===== src/rtl/seq_fixed_div.sv =====
// seq_fixed_div: iterative signed fixed-point restoring divider with valid/ready handshakes.
// Define SEQ_FIXED_DIV_SAT_EN to saturate overflowing quotients instead of wrapping.
module seq_fixed_div #(
  parameter int DATA_WIDTH = 16,
  parameter int FRAC_BITS  = 8
) (
  input  logic                  clk,
  input  logic                  rst_n,
  input  logic                  in_valid,
  output logic                  in_ready,
  input  logic [DATA_WIDTH-1:0] A,
  input  logic [DATA_WIDTH-1:0] B,
  output logic                  out_valid,
  input  logic                  out_ready,
  output logic [DATA_WIDTH-1:0] quotient,
  output logic                  overflow,
  output logic                  div_by_zero
);
  localparam int DW = DATA_WIDTH;
  localparam int N  = DATA_WIDTH + FRAC_BITS;
  localparam int CW = $clog2(N);
  localparam logic [N-1:0]  LIM_P = (N'(1) << (DW - 1)) - N'(1);
  localparam logic [N-1:0]  LIM_N = N'(1) << (DW - 1);
  localparam logic [DW-1:0] MAXV  = {1'b0, {(DW-1){1'b1}}};
  localparam logic [DW-1:0] MINV  = {1'b1, {(DW-1){1'b0}}};
  typedef enum logic [1:0] {IDLE, CALC, DONE} state_t;
  state_t          r_state, w_next;
  logic [CW-1:0]   r_cnt;
  logic [N-1:0]    r_dvd, r_q, w_qn;
  logic [DW:0]     r_rem, w_shift, w_trial, w_rem;
  logic [DW-1:0]   r_bmag, w_amag, w_bmag, w_wrap, w_res, r_quot;
  logic            r_sign, r_ovf, r_dbz, w_bit, w_last, w_ovf, w_bz;
  assign w_amag  = A[DW-1] ? -A : A;
  assign w_bmag  = B[DW-1] ? -B : B;
  assign w_bz    = (B == '0);
  assign w_shift = {r_rem[DW-1:0], r_dvd[N-1]};
  assign w_trial = w_shift - {1'b0, r_bmag};
  assign w_bit   = ~w_trial[DW];
  assign w_rem   = w_bit ? w_trial : w_shift;
  assign w_qn    = {r_q[N-2:0], w_bit};
  assign w_last  = (r_cnt == CW'(N - 1));
  // Negative results may reach one step further than positive ones.
  assign w_ovf   = r_sign ? (w_qn > LIM_N) : (w_qn > LIM_P);
  assign w_wrap  = r_sign ? -w_qn[DW-1:0] : w_qn[DW-1:0];
`ifdef SEQ_FIXED_DIV_SAT_EN
  assign w_res   = w_ovf ? (r_sign ? MINV : MAXV) : w_wrap;
`else
  assign w_res   = w_wrap;
`endif
  assign quotient    = r_quot;
  assign overflow    = r_ovf;
  assign div_by_zero = r_dbz;
  always_ff @(posedge clk) begin
    if (!rst_n) r_state <= IDLE;
    else        r_state <= w_next;
  end
  always_comb begin
    w_next    = r_state;
    in_ready  = (r_state == IDLE);
    out_valid = (r_state == DONE);
    case (r_state)
      IDLE:    w_next = in_valid ? (w_bz ? DONE : CALC) : IDLE;
      CALC:    w_next = w_last ? DONE : CALC;
      DONE:    w_next = out_ready ? IDLE : DONE;
      default: w_next = IDLE;
    endcase
  end
  always_ff @(posedge clk) begin
    if (!rst_n) begin
      r_cnt  <= '0;
      r_dvd  <= '0;
      r_q    <= '0;
      r_rem  <= '0;
      r_bmag <= '0;
      r_sign <= 1'b0;
      r_quot <= '0;
      r_ovf  <= 1'b0;
      r_dbz  <= 1'b0;
    end else if (r_state == IDLE && in_valid) begin
      r_dvd  <= N'(w_amag) << FRAC_BITS;
      r_bmag <= w_bmag;
      r_sign <= A[DW-1] ^ B[DW-1];
      r_rem  <= '0;
      r_q    <= '0;
      r_cnt  <= '0;
      if (w_bz) begin
        r_quot <= A[DW-1] ? MINV : MAXV;
        r_ovf  <= 1'b1;
        r_dbz  <= 1'b1;
      end
    end else if (r_state == CALC) begin
      r_rem <= w_rem;
      r_dvd <= r_dvd << 1;
      r_q   <= w_qn;
      r_cnt <= r_cnt + CW'(1);
      if (w_last) begin
        r_quot <= w_res;
        r_ovf  <= w_ovf;
        r_dbz  <= 1'b0;
      end
    end
  end
endmodule


===== config.mk =====
export PLATFORM = sky130hd
export DESIGN_NAME = seq_fixed_div
export DESIGN_NICKNAME = d
export VERILOG_FILES = /design/src/rtl/seq_fixed_div.sv
export SDC_FILE = /design/constraint.sdc
export NUM_CORES = 1
export LEC_CHECK = 0
export CAP_MARGIN = 20
export CORE_UTILIZATION = 50
export CTS_BUF_LIST = sky130_fd_sc_hd__clkbuf_4 sky130_fd_sc_hd__clkbuf_8
export CTS_CLUSTER_DIAMETER = 200
export CTS_CLUSTER_SIZE = 30
export DETAILED_ROUTE_END_ITERATION = 10
export HOLD_SLACK_MARGIN = 0.06
export PLACE_DENSITY = 0.71
export SLEW_MARGIN = 40
export SYNTH_ARGS = -nofsm -noshare
export SYNTH_HDL_FRONTEND = slang
export SYNTH_SLANG_ARGS = --single-unit

===== constraint.sdc =====
create_clock -name clk -period 6.1 [get_ports clk]
set_input_delay 1.22 -clock clk [delete_from_list [all_inputs] [get_ports clk]]
set_output_delay 1.22 -clock clk [all_outputs]
set_load 0.03 [all_outputs]

==> out/qor.yml, run 1 <==
hold_path.class: "reg2reg"
clk_pin_slew_ns: 0.10
fin_skew_ns: 0.0113
synth.avg_cell_area_um2: 7.91
cts-htree-levels: 3
synth_area_um2: 5890
cpMaxStageDelayCell: "a211oi_4"
grt_max_degree: 74
drive_gt1_share_pct: 6.47
antenna_found_initial: 0
min_period_over_period_pct: 62.1
pwr-share-seq_pct: 40.6
critPathCaptureType: "flop"
cts_root_buffer: "clkbuf_8"
cts_tree: "built"
p_int_mw: 1.14
worstPathRequired_ns: 6.40
fin_setup_tns_ns: 0
setup-violations-final: 0
rsz0062_at_grt: "false"
p_sw_share_pct: 32.6
cp.arrival_ns: 4.09
grt_pass1_vias: 4924
grt_pass1_wl_mm: 23.6
worst_slew_pin_slew_ns: 0.798
numClockSinks: 97
nFillCells: 1031
p_comb_share_pct: 30.3
hold_buffers: 0
synth.area.mux_share_pct: 1.53
maxCapViolations: 0
max_slew_margin_pct: 46.6
mostFrequentLayoutCells: "nand2_1 (112), dfxtp_1 (97), a21oi_1 (83)"
synth_edf_count: 0
cp_cell_sequence: "inv_1 > ha_1 > a21o_1 > a221oi_4 > a21oi_2 > a211oi_4 > and2_4 > ha_1 > nand2_1 > o31ai_1 > and2_1 > xnor2_1 > a21oi_1 > a21oi_1"
synth_xor_area_share_pct: 7.58
ir_drop_mv: 0.129
synthSimpleGateAreaFrac_pct: 20.7
p_per_area_nw_per_um2: 253
clockBufferDepth: 2
path_max_fanout: 12
outcome: "completed"
ios: 56
overflow: 0
synth_nets: 802
num_rows: 39
grt_usage_pct: 23.3
final_common_cell: "nand2_1"
dpl_cell_area_um2: 6420
io_buffers: 55
routed_wire_length_per_instance_um: 15.5
numCtsBuffers: 9
syn2layout_area_growth_pct: 13.0
synth-adder-area-share_pct: 4.59
fp.dieW_um: 111
hold_viol_final: 0
crit_family: "compound AO/OA/AOI/OAI gates"
power_leakage_nw: 2.43
place.gp.congestion: 0.890
busiest_layer: "met2"
nets: 825
post-dp-hpwl_mm: 10.1
drt_pass1_iterations: 4
startpoint_type: "flop"
min_period_ns: 3.79
drtAntennaViolNets: 0
p_sw_uw: 549
synth_top_family_by_area: "compound AO/OA/AOI/OAI gates"
fin_area_um2: 6660
fp.coreArea_um2: 11500
critPathBufInv: 1
power.share.clock_pct: 29.1
fp.dieH_um: 111
antennaDiodeCount: 0
use_met2_pct: 38.1
via_per_inst: 5.87
yosys_warnings: 0
worstSetupPathType: "reg2reg"
slowest_delay_ns: 0.61
worstSkewPairLatency_ns: 0.37
drt_iter0_markers: 249
async_flop_share_pct: 0
r2r_slack_ns: 2.31
dr_total_vias: 5377
synth_compound_area_share_pct: 26.3
synth_seq_cells: 97
met1_usage_pct: 31.2
fmax_ghz: 0.264
cts_setup_buffers: 0
start_util_pct: 51.4
grt.met3_usage_pct: 2.80
ys_seq_area_share_pct: 33.0
die_area_um2: 12200
cts_resized: 0
synth_cell_type_count: 76
wirelength_mm: 14.2
syn_inst: 745
drcViolationCount: 0
synthFlopType: "dfxtp_1"
slew_violations: 0
-- metrics by stage --
stage | std cells | worst slack (ns) | utilization, % | hold WS (ns) | power [mW]
global route | 916 | 2.11 | 58.0 | 0.474 | 1.78
floorplan | 745 | 3.05 | - | 0.437 | 1.11
CTS | 916 | 2.35 | 58.0 | 0.462 | 1.69
detailed placement | 900 | 2.21 | 56.0 | 0.449 | 1.21
global placement | 900 | 2.27 | 55.9 | 0.446 | 1.20
finish | 916 | 2.31 | 58.0 | 0.461 | 1.69
-- kinds of logic (layout without fill, tap and decap cells) --
| family | after synthesis | count (layout) |
|---|---|---|
| AND/OR/NAND/NOR | 258 | 258 |
| flip-flops | 97 | 97 |
| AO/OA/AOI/OAI | 230 | 230 |
| XOR/XNOR | 51 | 51 |
| multiplexers | 9 | 9 |
| adder cells (fa/ha/maj) | 21 | 21 |
| buffers and inverters | 79 | 107 |
-- layer usage --
layer | wire length [um] | up-vias
li1 | - | 2700
met1 | 6790 | 2554
met2 | 6670 | 106
met3 | 471 | 17
met4 | 269 | 0
met5 | 0 | -
-- state kept, by name (all words and copies together), names as in the netlist --
name         cells
r_bmag          16
overflow         1
r_rem           16
quotient        16
r_q             23
r_dvd           16
r_cnt            5
r_state          2
r_sign           1
div_by_zero      1
-- synth_stat cells, types with 10 or more instances --
library cell    n  area [um^2]
o31ai_1        10         75.1
o211ai_1       14          105
clkbuf_1       31          116
or3_1          11         68.8
inv_1          27          101
dfxtp_1        97         1940
a211oi_1       21          158
nand3_1        25          125
o21ai_0        39          195
nor2_1         52          195
xor2_1         21          184
xnor2_1        30          263
ha_1           20          250
nand2_1       112          420
a21oi_1        83          415
-- path summary, 6_finish.rpt --
path                      end  cells past startpoint       start
hold / removal        r_q[22]                      2     r_q[22]
setup / recovery  quotient[8]                     14  r_bmag[11]
setup reg to reg  quotient[8]                     14  r_bmag[11]
hold reg to reg       r_q[22]                      2     r_q[22]
-- power groups by stage --
stage	registers [mW]	logic, mW	clock network (mW)
finish	0.685	0.512	0.491
CTS	0.684	0.510	0.500
floorplan	0.690	0.420	0
global placement	0.698	0.499	0
global route	0.689	0.564	0.528
detailed placement	0.699	0.509	0
-- area by class of cell --
cell class | count | area, um^2 | area share [%]
Clock buffer | 12 | 165 | 2.48
Inverter | 29 | 111 | 1.67
Tap cell | 143 | 179 | 2.69
Timing Repair Buffer | 62 | 603 | 9.06
Multi-Input combinational cell | 569 | 3580 | 53.8
Clock inverter | 4 | 73.8 | 1.11
Sequential cell | 97 | 1940 | 29.2
-- tightest hold or removal path, cell delays in order, from the launching register on --
cell and delay, ns:
dfxtp_1 0.32, nand2_1 0.05, a21oi_1 0.05
No activity file was read; power rests on OpenSTA's default activity.
==> run 2, diff against run 1 <==
- clock period: 6.1 -> 3.5 ns (I/O delays scaled with it)
==> out/qor.yml, run 2 (synthesis results as in run 1) <==
crit_family: "compound AO/OA/AOI/OAI gates"
fp.dieW_um: 111
numCtsBuffers: 9
wirelength_mm: 14.8
power.share.clock_pct: 27.0
fin_setup_tns_ns: 0
p_per_area_nw_per_um2: 435
maxCapViolations: 0
fmax_ghz: 0.319
regMostFlops: "r_q"
numClockSinks: 97
clockBufferDepth: 2
power_leakage_nw: 2.46
p_sw_share_pct: 34.6
mostFrequentLayoutCells: "nand2_1 (112), dfxtp_1 (97), a21oi_1 (83)"
grt_usage_pct: 25.0
hold_path.class: "reg2reg"
grt_pass1_vias: 5277
ir_drop_mv: 0.272
crit_path_frequent_cell: "a21oi_1"
clk_pin_slew_ns: 0.10
cts_setup_buffers: 0
cp_cell_sequence: "inv_1 > ha_1 > fa_1 > nand2b_1 > a211oi_1 > o31a_1 > a211oi_4 > and2_4 > ha_1 > a41oi_1 > a21oi_1 > xnor2_1 > a21oi_1 > a21oi_1"
die_area_um2: 12200
drive_gt1_share_pct: 7.54
p_comb_share_pct: 32.1
worstPathRequired_ns: 3.78
worst_slew_pin_slew_ns: 0.745
largest_reg_flops: 23
fp.coreArea_um2: 11500
post-dp-hpwl_mm: 10.7
grt_max_degree: 45
via_per_inst: 5.93
drt_pass1_iterations: 5
grt_pass1_wl_mm: 25.0
routed_wire_length_per_instance_um: 16.0
outcome: "completed"
antennaDiodeCount: 0
nets: 835
nFillCells: 1056
final_common_cell: "nand2_1"
cp.arrival_ns: 3.41
drt_iter0_markers: 326
start_util_pct: 51.4
reg2reg_depth: 14
rsz0062_at_grt: "false"
cts_tree: "built"
cts-htree-levels: 3
min_period_over_period_pct: 89.5
path_depth: 14
p_sw_mw: 1.01
dr_total_vias: 5489
overflow: 0
drtAntennaViolNets: 0
cpMaxStageDelayCell: "fa_1"
antenna_found_initial: 0
ios: 56
critPathCaptureType: "flop"
slew_violations: 0
fin_skew_ns: 0.0204
fp.dieH_um: 111
holdWs_ns: 0.464
setup-violations-final: 0
utilization_pct: 58.4
startpoint_type: "flop"
worstSetupPathType: "reg2reg"
slowest_delay_ns: 0.40
io_buffers: 55
hold_buffers: 0
place.gp.congestion: 0.881
worstSkewPairLatency_ns: 0.39
num_rows: 39
cts_resized: 0
critPathBufInv: 1
drcViolationCount: 0
pwr-share-seq_pct: 41.0
min_period_ns: 3.13
cts_root_buffer: "clkbuf_8"
max_slew_margin_pct: 50.2
hold_path_depth: 2
hold_viol_final: 0
syn2layout_area_growth_pct: 13.7
p_int_mw: 1.90
path_max_fanout: 3
[run 2: cell types whose count changed in the layout (fill, tap and decap cells not counted), sizes merged]
cell	delta
buf	+10
inv	+2
bufinv	-1
clkbuf	-1
[run 2: worst register-to-register path: cells and delay by family (launching register included)]
| kind | cells | cell delay, ns |
|---|---|---|
| buf+inv | 1 | 0.05 |
| flops | 1 | 0.36 |
| fa+ha+maj | 3 | 0.81 |
| compound gates | 7 | 1.28 |
| simple gates | 2 | 0.36 |
| xor+xnor | 1 | 0.16 |
[run 2: power by group through the flow]
stage / Clock [mW] / Sequential, mW / Combinational [mW]
4_1_cts: 0.793 / 1.19 / 0.928
5_1_grt: 0.831 / 1.20 / 1.03
6_report: 0.785 / 1.19 / 0.934
2_1_floorplan: 0 / 1.20 / 0.732
3_3_place_gp: 0 / 1.21 / 0.906
3_5_place_dp: 0 / 1.22 / 0.923
[run 2: path summary, 6_finish.rpt]
kind,slack (ns),startpoint,to
max,0.37,r_dvd[23],quotient[14]
min,0.46,r_bmag[0],r_bmag[0]
max reg2reg,0.37,r_dvd[23],quotient[14]
min reg2reg,0.46,r_bmag[0],r_bmag[0]
[run 2: metrics by stage]
step / cell area (um^2) / std cells / power, mW / worst slack [ns]
3_5_place_dp: 6490 / 910 / 2.14 / 0.360
5_1_grt: 6700 / 926 / 3.06 / 0.115
2_1_floorplan: 5890 / 745 / 1.94 / 0.451
4_1_cts: 6700 / 926 / 2.91 / 0.383
3_3_place_gp: 6490 / 910 / 2.12 / 0.415
6_report: 6700 / 926 / 2.91 / 0.367
[run 2: cell type report]
class,count,area (um^2),share of cell area (%)
clock inverters,5,61.3,0.916
inverters,29,111,1.66
multi-input cells,569,3580,53.5
repair buffers,72,678,10.1
flip-flops and latches,97,1940,29.0
clock buffers,11,145,2.17
well taps,143,179,2.67
[run 2: per-layer routing]
metal	global-route usage (%)	share of wire, %	vias up
met5	0	0	-
met4	10.6	2.2	0
met3	3.51	4.0	22
met2	42.9	48	138
met1	31.4	45	2604
li1	-	-	2725
